**src/rtl/lpm_port_resolve.sv**
```systemverilog
// lpm_port_resolve: buffers each packet, resolves its first word against the external LPM table
//   (one request, bounded wait), rewrites the TUSER destination or applies the miss policy, and
//   keeps saturating hit/miss/drop/timeout counters.
// Latency: pass-through 1 cycle from FIFO head to M_AXIS_TVALID; routed path 2 cycles minimum.
// Backpressure: S_AXIS_TREADY drops when the input FIFO is nearly full; M_AXIS_TREADY low holds the head.
// Ports: S_AXIS_* slave stream in, M_AXIS_* master stream out (only TUSER modified), lkp_* LPM
//   request/response, arp_lookup/nh_reg/oq_reg per-packet decision for the ARP stage, *_count stats.
module lpm_port_resolve #(
  parameter int C_M_AXIS_DATA_WIDTH  = 256,
  parameter int C_S_AXIS_DATA_WIDTH  = 256,
  parameter int C_M_AXIS_TUSER_WIDTH = 128,
  parameter int C_S_AXIS_TUSER_WIDTH = 128,
  parameter int C_S_AXI_DATA_WIDTH   = 32,
  parameter int NUM_PORTS            = 4,
  parameter int SRC_PORT_POS         = 16,
  parameter int DST_PORT_POS         = 24,
  parameter int MISS_MODE            = 0,
  parameter int LKP_TIMEOUT          = 15,
  parameter int FIFO_DEPTH_BITS      = 2
) (
  input  logic                              AXI_ACLK,
  input  logic                              AXI_RESET,
  input  logic [C_S_AXIS_DATA_WIDTH-1:0]    S_AXIS_TDATA,
  input  logic [C_S_AXIS_DATA_WIDTH/8-1:0]  S_AXIS_TSTRB,
  input  logic [C_S_AXIS_TUSER_WIDTH-1:0]   S_AXIS_TUSER,
  input  logic                              S_AXIS_TVALID,
  output logic                              S_AXIS_TREADY,
  input  logic                              S_AXIS_TLAST,
  output logic [C_M_AXIS_DATA_WIDTH-1:0]    M_AXIS_TDATA,
  output logic [C_M_AXIS_DATA_WIDTH/8-1:0]  M_AXIS_TSTRB,
  output logic [C_M_AXIS_TUSER_WIDTH-1:0]   M_AXIS_TUSER,
  output logic                              M_AXIS_TVALID,
  input  logic                              M_AXIS_TREADY,
  output logic                              M_AXIS_TLAST,
  output logic                              lkp_req,
  input  logic                              lkp_valid,
  input  logic                              lkp_hit,
  input  logic [31:0]                       lkp_nh,
  input  logic [7:0]                        lkp_oq,
  input  logic                              counter_clear,
  output logic                              arp_lookup,
  output logic [31:0]                       nh_reg,
  output logic [7:0]                        oq_reg,
  output logic [C_S_AXI_DATA_WIDTH-1:0]     hit_count,
  output logic [C_S_AXI_DATA_WIDTH-1:0]     miss_count,
  output logic [C_S_AXI_DATA_WIDTH-1:0]     drop_count,
  output logic [C_S_AXI_DATA_WIDTH-1:0]     timeout_count
);

  localparam int DEPTH = 1 << FIFO_DEPTH_BITS;
  localparam int PW    = 2 * NUM_PORTS;
  localparam int SW    = C_S_AXIS_DATA_WIDTH / 8;
  localparam int EW    = C_S_AXIS_DATA_WIDTH + SW + C_S_AXIS_TUSER_WIDTH + 1;
  localparam int TW    = $clog2(LKP_TIMEOUT + 1);
  localparam int CW    = C_S_AXI_DATA_WIDTH;
  // Odd bits of a port field are the CPU queues.
  localparam logic [PW-1:0] CPU_MASK = {NUM_PORTS{2'b10}};

  typedef enum logic [1:0] {S_IDLE, S_WAIT_LKP, S_FWD, S_DROP} state_t;

  // ---------------- input FIFO ----------------
  logic [EW-1:0]              fifo_mem_q [DEPTH];
  logic [FIFO_DEPTH_BITS-1:0] wr_ptr_q, wr_ptr_d, rd_ptr_q, rd_ptr_d;
  logic [FIFO_DEPTH_BITS:0]   fifo_cnt_q, fifo_cnt_d;
  logic                       fifo_empty, fifo_nearly_full, push, pop;
  logic [EW-1:0]              head;
  logic [C_S_AXIS_DATA_WIDTH-1:0]  head_tdata;
  logic [SW-1:0]                   head_tstrb;
  logic [C_S_AXIS_TUSER_WIDTH-1:0] head_tuser;
  logic                            head_last;
  logic [PW-1:0]                   head_dst;

  assign fifo_empty       = (fifo_cnt_q == '0);
  assign fifo_nearly_full = (fifo_cnt_q >= (FIFO_DEPTH_BITS+1)'(DEPTH - 1));
  // Held low through reset so nothing is accepted into a FIFO that is being flushed.
  assign S_AXIS_TREADY    = !AXI_RESET && !fifo_nearly_full;
  assign push             = S_AXIS_TVALID && S_AXIS_TREADY;

  assign head = fifo_mem_q[rd_ptr_q];
  assign {head_tdata, head_tstrb, head_tuser, head_last} = head;
  assign head_dst = head_tuser[DST_PORT_POS +: PW];

  always_ff @(posedge AXI_ACLK) begin
    if (push) fifo_mem_q[wr_ptr_q] <= {S_AXIS_TDATA, S_AXIS_TSTRB, S_AXIS_TUSER, S_AXIS_TLAST};
  end

  always_comb begin
    wr_ptr_d   = wr_ptr_q;
    rd_ptr_d   = rd_ptr_q;
    fifo_cnt_d = fifo_cnt_q;
    if (push) wr_ptr_d = wr_ptr_q + 1'b1;
    if (pop)  rd_ptr_d = rd_ptr_q + 1'b1;
    if (push && !pop)      fifo_cnt_d = fifo_cnt_q + 1'b1;
    else if (pop && !push) fifo_cnt_d = fifo_cnt_q - 1'b1;
  end

  // ---------------- decision FSM ----------------
  state_t          state_q, state_d;
  logic [TW-1:0]   timer_q, timer_d;
  logic            lkp_req_q, lkp_req_d;
  logic [PW-1:0]   dst_q, dst_d;
  logic            first_q, first_d;
  logic            arp_q, arp_d;
  logic [31:0]     nh_q, nh_d;
  logic [7:0]      oq_q, oq_d;
  logic            hit_inc, miss_inc, drop_inc, to_inc, miss;
  logic            oq_ok, src_found;
  logic [PW-1:0]   src_cpu, hit_dst;
  logic [CW-1:0]   hit_cnt_q, hit_cnt_d, miss_cnt_q, miss_cnt_d;
  logic [CW-1:0]   drop_cnt_q, drop_cnt_d, to_cnt_q, to_cnt_d;

  assign oq_ok   = ({24'd0, lkp_oq} < 32'(NUM_PORTS));
  assign hit_dst = PW'(1) << {lkp_oq, 1'b0};

  // Punt target: CPU queue of the lowest-numbered source MAC port (descending loop, lowest wins).
  always_comb begin
    src_found = 1'b0;
    src_cpu   = '0;
    for (int i = NUM_PORTS - 1; i >= 0; i--) begin
      if (head_tuser[SRC_PORT_POS + 2*i]) begin
        src_found        = 1'b1;
        src_cpu          = '0;
        src_cpu[2*i + 1] = 1'b1;
      end
    end
  end

  always_comb begin
    state_d   = state_q;
    timer_d   = timer_q;
    lkp_req_d = 1'b0;
    dst_d     = dst_q;
    first_d   = first_q;
    arp_d     = arp_q;
    nh_d      = nh_q;
    oq_d      = oq_q;
    hit_inc   = 1'b0;
    miss_inc  = 1'b0;
    drop_inc  = 1'b0;
    to_inc    = 1'b0;
    miss      = 1'b0;
    pop       = 1'b0;
    case (state_q)
      S_IDLE: begin
        if (!fifo_empty) begin
          if (|(head_dst & CPU_MASK)) begin
            // Destination already names a CPU queue: forward untouched.
            dst_d   = head_dst;
            first_d = 1'b1;
            state_d = S_FWD;
          end else begin
            lkp_req_d = 1'b1;
            timer_d   = '0;
            state_d   = S_WAIT_LKP;
          end
        end
      end
      S_WAIT_LKP: begin
        timer_d = timer_q + 1'b1;
        if (lkp_valid) begin
          if (lkp_hit && oq_ok) begin
            dst_d   = hit_dst;
            nh_d    = lkp_nh;
            oq_d    = lkp_oq;
            arp_d   = 1'b1;
            first_d = 1'b1;
            hit_inc = 1'b1;
            state_d = S_FWD;
          end else begin
            miss = 1'b1;
          end
        end else if (timer_q == TW'(LKP_TIMEOUT)) begin
          to_inc = 1'b1;
          miss   = 1'b1;
        end
        if (miss) begin
          miss_inc = 1'b1;
          if (MISS_MODE == 0 && src_found) begin
            dst_d   = src_cpu;
            first_d = 1'b1;
            state_d = S_FWD;
          end else begin
            drop_inc = 1'b1;
            state_d  = S_DROP;
          end
        end
      end
      S_FWD: begin
        pop = !fifo_empty && M_AXIS_TREADY;
        if (pop) begin
          first_d = 1'b0;
          if (head_last) begin
            arp_d   = 1'b0;
            nh_d    = '0;
            oq_d    = '0;
            state_d = S_IDLE;
          end
        end
      end
      S_DROP: begin
        pop = !fifo_empty;
        if (pop && head_last) state_d = S_IDLE;
      end
      default: state_d = S_IDLE;
    endcase
  end

  // Clear wins over a same-cycle increment; increments stop at all-ones.
  function automatic logic [CW-1:0] bump(input logic [CW-1:0] c, input logic inc, input logic clr);
    if (clr) return '0;
    if (inc && (c != '1)) return c + 1'b1;
    return c;
  endfunction

  always_comb begin
    hit_cnt_d  = bump(hit_cnt_q,  hit_inc,  counter_clear);
    miss_cnt_d = bump(miss_cnt_q, miss_inc, counter_clear);
    drop_cnt_d = bump(drop_cnt_q, drop_inc, counter_clear);
    to_cnt_d   = bump(to_cnt_q,   to_inc,   counter_clear);
  end

  always_ff @(posedge AXI_ACLK) begin
    if (AXI_RESET) begin
      state_q    <= S_IDLE;
      timer_q    <= '0;
      lkp_req_q  <= 1'b0;
      dst_q      <= '0;
      first_q    <= 1'b0;
      arp_q      <= 1'b0;
      nh_q       <= '0;
      oq_q       <= '0;
      wr_ptr_q   <= '0;
      rd_ptr_q   <= '0;
      fifo_cnt_q <= '0;
      hit_cnt_q  <= '0;
      miss_cnt_q <= '0;
      drop_cnt_q <= '0;
      to_cnt_q   <= '0;
    end else begin
      state_q    <= state_d;
      timer_q    <= timer_d;
      lkp_req_q  <= lkp_req_d;
      dst_q      <= dst_d;
      first_q    <= first_d;
      arp_q      <= arp_d;
      nh_q       <= nh_d;
      oq_q       <= oq_d;
      wr_ptr_q   <= wr_ptr_d;
      rd_ptr_q   <= rd_ptr_d;
      fifo_cnt_q <= fifo_cnt_d;
      hit_cnt_q  <= hit_cnt_d;
      miss_cnt_q <= miss_cnt_d;
      drop_cnt_q <= drop_cnt_d;
      to_cnt_q   <= to_cnt_d;
    end
  end

  // ---------------- outputs ----------------
  assign M_AXIS_TVALID = (state_q == S_FWD) && !fifo_empty;

  // Stream outputs read zero while the FIFO is empty; the decided destination goes on the first beat only.
  always_comb begin
    M_AXIS_TDATA = '0;
    M_AXIS_TSTRB = '0;
    M_AXIS_TUSER = '0;
    M_AXIS_TLAST = 1'b0;
    if (!fifo_empty) begin
      M_AXIS_TDATA = head_tdata;
      M_AXIS_TSTRB = head_tstrb;
      M_AXIS_TUSER = head_tuser;
      M_AXIS_TLAST = head_last;
      if (first_q) M_AXIS_TUSER[DST_PORT_POS +: PW] = dst_q;
    end
  end

  assign lkp_req       = lkp_req_q;
  assign arp_lookup    = arp_q;
  assign nh_reg        = nh_q;
  assign oq_reg        = oq_q;
  assign hit_count     = hit_cnt_q;
  assign miss_count    = miss_cnt_q;
  assign drop_count    = drop_cnt_q;
  assign timeout_count = to_cnt_q;

endmodule
```
**config.mk**
```make
export PLATFORM = sky130hd
export DESIGN_NAME = lpm_port_resolve
export DESIGN_NICKNAME = d
export VERILOG_FILES = /design/src/rtl/lpm_port_resolve.sv
export SDC_FILE = /design/constraint.sdc
export NUM_CORES = 2
export LEC_CHECK = 0
export BUFFER_PORTS_ARGS = -buffer_cell sky130_fd_sc_hd__buf_2
export CORE_MARGIN = 4
export CORE_UTILIZATION = 40
export CTS_CLUSTER_DIAMETER = 40
export DETAILED_ROUTE_END_ITERATION = 8
export REMOVE_ABC_BUFFERS = 1
export SLEW_MARGIN = 20
export SYNTH_ARGS = -nofsm -noshare
export SYNTH_HDL_FRONTEND = slang
export SYNTH_SLANG_ARGS = --single-unit
```
**constraint.sdc**
```tcl
create_clock -name AXI_ACLK -period 14.9 [get_ports AXI_ACLK]
set_input_delay 0 -clock AXI_ACLK [delete_from_list [all_inputs] [get_ports AXI_ACLK]]
set_output_delay 0 -clock AXI_ACLK [all_outputs]
set_load 0.005 [all_outputs]
```
=== Yosys cells after proc, flatten, opt, wreduce, memory -nomap -nowiden ===
Memories as Yosys holds them, arrays and structs flattened. A register that Yosys moved wholly into a read port is not among the register bits.
Index checks and enable logic that the tools add are counted.
Widths: inputs -> output; s select.

* Equality and inequality tests: 18
* $mul: 0
* Bitwise gates (word level): 1
* Mux-type cells: 100
* Add/sub/neg operators: 9
* Div/mod/pow operators: 0
* Shift-type cells: 1
* $lt $le $gt $ge: 2
* Reduce and logical (&&, ||, !) cells: 34

{| class="wikitable"
|+ Operators by type and width
! kind !! number
|-
| $mux 32 || 18
|-
| $mux 256 || 1
|-
| $add 32x1->32 const B || 4
|-
| $mux 128 || 1
|-
| $ne 32x32->1 const B || 4
|-
| $mux 8 || 15
|-
| $pmux 32 s2 || 1
|-
| $mux 1 || 43
|-
| $pmux 8 s2 || 2
|-
| $mux 2 || 10
|-
| $ne 2x2->1 const B || 8
|-
| $reduce_bool 2->1 || 7
|-
| $logic_and 1x1->1 || 12
|-
| $shl 1x9->8 const A || 1
|-
| $lt 8x3->1 const B || 1
|-
| $mux 4 || 2
|-
| $pmux 2 s4 || 1
|-
| $pmux 4 s2 || 1
|-
| $mux 3 || 2
|-
| $ne 3x3->1 const B || 2
|-
| $reduce_and 3->1 || 2
|-
| $reduce_and 6->1 || 1
|-
| $logic_not 1->1 || 5
|-
| $reduce_and 5->1 || 1
|-
| other kinds (17) || 20
|}

* Memories: 1
* Input port bits: 464
* Latch bits: 0
* Bits in writable memories: 1668
* ROM bits: 0
* Bits in registers: 192
* Word-level logic and storage cells: 181

{| class="wikitable"
|+ Memories
! name !! words !! bits a word !! rd ports !! clocked after memory_dff !! wr ports !! line !! RTL
|-
| fifo_mem_q || 4 || 417 || 1 || 1 || 1 || 62 || <nowiki>logic [EW-1:0] fifo_mem_q [DEPTH];</nowiki>
|}

=== Longest topological paths before layout ===
* Depth in word-level cells: 12
* Depth in mapped cells: 12
* Mapped depth without buffers: 11

=== Worst setup path after synthesis ===
No wires, ideal clock.

* Kind: register -> register
* Start point: register fifo_cnt_q[1]
* End point: memory fifo_mem_q[0][0] (netlist bit) (enable)
* Slack: 3.650 ns
* Stages on the path, launching flop included: 3
* Arrival time: 10.411 ns
* Data required time: 14.061 ns
* Library setup time: 0.839 ns
* Cells stage by stage: dfxtp_1 -> a211oi_1 -> and3_1

* Cells in the longest elaborated chain, start to end: 6

{| class="wikitable"
|+ Ends and longest elaborated chain
! what !! line !! RTL
|-
| from (decl) || 64 || <nowiki>logic [FIFO_DEPTH_BITS:0] fifo_cnt_q, fifo_cnt_d;</nowiki>
|-
| from (signal assigned) || 250 || <nowiki>fifo_cnt_q <= fifo_cnt_d;</nowiki>
|-
| $ge 3x2->1 || 74 || <nowiki>assign fifo_nearly_full = (fifo_cnt_q >= (FIFO_DEPTH_BITS+1)'(DEPTH - 1));</nowiki>
|-
| $logic_not 1->1 || 76 || <nowiki>assign S_AXIS_TREADY = !AXI_RESET && !fifo_nearly_full;</nowiki>
|-
| $logic_and 1x1->1 || 76 ||
|-
| net S_AXIS_TREADY || 27 || <nowiki>output logic S_AXIS_TREADY,</nowiki>
|-
| $logic_and 1x1->1 || 77 || <nowiki>assign push = S_AXIS_TVALID && S_AXIS_TREADY;</nowiki>
|-
| $mux 1 || 84 || <nowiki>if (push) fifo_mem_q[wr_ptr_q] <= {S_AXIS_TDATA, S_AXIS_TSTRB, S_AXIS_TUSER, S_AXIS_TLAST};</nowiki>
|-
| $mux 1 (not written as such) || 84 ||
|-
| to (decl) || 62 ||
|}

The timed path passes the listed nets, and every way through them passes these cells.

==> results_dict.tcl <==
set metrics [dict create \
    worstPathArrival_ns 5.64 \
    critPathCaptureType "output port" \
    ir_worst_vdd_mv 0.116 \
    path_max_fanout 94 \
    cp.required_ns 14.90 \
    cts.sinks 1862 \
    place_area_um2 80000 \
    rsz0062_at_grt "false" \
    fin_nets 6378 \
    hp-class "in -> reg" \
    p_clk_share_pct 42.8 \
    drt-pass1-iter-count 5 \
    totalWireLength_um 199000 \
    drtIter0Drc 3125 \
    whs_ns 0.0346 \
    cp_common_cell "buf_4" \
    root_buffer "clkbuf_16" \
    slew_headroom_pct 20.3 \
    ys_async_sr_fraction_pct 0 \
    grt_pass1_vias 45700 \
    wl_per_cell_um 23.4 \
    numCtsBuffers 287 \
    ys_warn_count 0 \
    cpPeakStageDelay_ns 0.79 \
    start_util_pct 40.3 \
    fmax_ghz 0.177 \
    grt.overflow.total 0 \
    post-route-min-period_ns 5.64 \
    power.share.combinational_pct 17.1 \
    dpl.hpwl_um 125000 \
    drive_gt1_share_pct 32.8 \
    fin_area_um2 98900 \
    layout.cells.most_common "edfxtp_1" \
    p_switching_mw 3.88 \
    place_congestion 0.840 \
    via_per_inst 5.18 \
    report.final.setup_viol 0 \
    cts_buffer_depth 4 \
    fin_skew_ns 0.0514 \
    critical_path_class "reg -> out" \
    std_cell_rows 155 \
    report.final.slew_viol_count 0 \
    cts.repair.resized 0 \
    coreArea_um2 179000 \
    dieArea_um2 187000 \
    synth_cell_types 74 \
    yosysSeqAreaShare_pct 74.9 \
    top_register "fifo_mem_q" \
    ios 1053 \
    worstPathCellList "buf_4 > buf_4 > buf_4 > buf_12 > mux4_2 > and2_1 > buf_2" \
    layout_common_cells "edfxtp_1, buf_2, dlygate4sd3_1, mux4_2, and2_1" \
    outcome "finished, final reports clean" \
    synth_edf_count 1668 \
    p_seq_share_pct 40.1 \
    track_usage_pct 20.8 \
    num-fill-cells 13900 \
    critPathLaunchType "flop" \
    max-cap-violations 0 \
    cp_top_family "buffers and inverters" \
    die_w_um 433 \
    clkTransAtPathRegs_ns 0.05 \
    yosys_register_bits 1862 \
    synthToLayoutAreaGrowth_pct 37.1 \
    drc 0 \
    antenna_found_initial 36 \
    worst_pin_slew_ns 1.20 \
    synth_cells 3758 \
    swShare_pct 26.0 \
    htree_levels 5 \
    p_leak_nw 34.8 \
    power_density_nw_per_um2 151 \
    grt_max_degree 140 \
    syn_area_um2 72100 \
    grt_pass1_wl_um 294000 \
    finalHoldViolCount 0 \
    finalCritPeriodShare_pct 37.9 \
    avgSynthCellArea_um2 19.2 \
    final_antenna_net_count 0 \
    cpMaxStageDelayCell "buf_4" \
    largest_reg_flops 1668 \
    r2r_slack_ns 10.54 \
    insertion_delay_ns 0.90 \
    via_count 44000 \
    cts_tree "done" \
    intPower_mw 11.1 \
    crit_buf_inv 5 \
    io_buffer_count 1052 \
    synthFlopType "edfxtp_1" \
    die_h_um 433 \
]
==> stage by stage <==
stage               worst slack, ns  std cells  util [%]  setup TNS (ns)  power, mW
finish                         9.26       8490      55.3               0       15.0
global route                   8.58       8483      55.3               0       15.5
CTS                            8.80       8464      55.2               0       15.1
detailed placement             9.76       7009      44.7               0       8.50
global placement               9.77       7009      44.7               0       8.50
floorplan                     -4.54       3550         -        -1711.27       7.64
==> Yosys cell counts, types with 4 or more instances <==
cell type / count / area share [%]
o2bb2ai_1: 7 / 0.085
a22oi_1: 37 / 0.39
nor3_1: 15 / 0.10
a21oi_1: 101 / 0.70
buf_2: 44 / 0.31
mux4_2: 417 / 13
ha_1: 14 / 0.24
o31ai_1: 54 / 0.56
edfxtp_1: 1668 / 69
buf_1: 35 / 0.18
o31a_1: 6 / 0.073
o21ai_0: 33 / 0.23
inv_1: 31 / 0.16
or3_1: 64 / 0.56
xor2_1: 8 / 0.097
mux2i_1: 28 / 0.39
nand3_1: 52 / 0.36
a31oi_1: 5 / 0.043
o211ai_1: 5 / 0.052
nor4_1: 22 / 0.19
xnor2_1: 4 / 0.049
nor2_1: 85 / 0.44
and4_1: 12 / 0.15
and2_1: 413 / 3.6
nand2_1: 87 / 0.45
dfxtp_1: 194 / 5.4
nand4_1: 35 / 0.30
and3_1: 25 / 0.22
o21ai_1: 13 / 0.090
or4_1: 50 / 0.52
clkbuf_1: 124 / 0.65
==> worst reg2reg max path, stage by stage, from the launching register on <==
cell,delay [ns]
dfxtp_1,0.35
a211oi_1,0.27
buf_4,0.19
and3_4,0.62
buf_4,0.82
buf_4,0.79
buf_4,0.91
==> cells by family after synthesis <==
kind of cell             count (synthesis)  synth area share [%]
AO/OA/AOI/OAI                          296                  2.66
multiplexers                           445                  13.4
XOR/XNOR                                12                 0.146
AND/OR/NAND/NOR                        889                  7.29
adder cells (fa/ha/maj)                 15                 0.271
flip-flops                            1862                  74.9
buffers and inverters                  239                  1.36
==> final timing paths <==
check / endpoint / cells past startpoint / start
max: M_AXIS_TSTRB[5] / 7 / flop
min: fifo_mem_q[2][197] / 2 / S_AXIS_TDATA[36]
min reg2reg: dst_q[6] / 1 / dst_q[6]
max reg2reg: fifo_mem_q[2][343] / 6 / fifo_cnt_q[1]
==> timing repair <==
action	4_1_cts	5_1_grt
hold buffers	956	0
endpoints found under the hold margin	1949	0
setup buffers	0	0
==> power groups by stage <==
stage	Combinational (mW)	Clock, mW	Sequential, mW
finish	2.56	6.41	5.99
global route	2.75	6.79	6.01
CTS	2.62	6.53	5.99
detailed placement	2.40	0	6.10
global placement	2.41	0	6.09
floorplan	1.38	0	6.26
==> routing by layer <==
| metal | share of wire, % | up-vias | global-route usage (%) |
|---|---|---|---|
| met3 | 7.0 | 421 | 5.51 |
| met4 | 4.3 | 12 | 8.80 |
| li1 | - | 19700 | - |
| met1 | 37 | 22400 | 24.5 |
| met2 | 52 | 1520 | 36.1 |
| met5 | 0.041 | - | 0 |
==> cell type report <==
| class | count | area, um2 | area share [%] |
|---|---|---|---|
| Clock inverter | 180 | 1750 | 1.77 |
| Clock buffer | 319 | 7480 | 7.57 |
| Inverter | 31 | 116 | 0.118 |
| Sequential cell | 1862 | 54000 | 54.6 |
| Multi-Input combinational cell | 1657 | 17200 | 17.4 |
| Tap cell | 2355 | 2950 | 2.98 |
| Timing Repair Buffer | 2060 | 15300 | 15.5 |
| Antenna cell | 26 | 65.1 | 0.0658 |
Power figures use the tool's default switching activity.
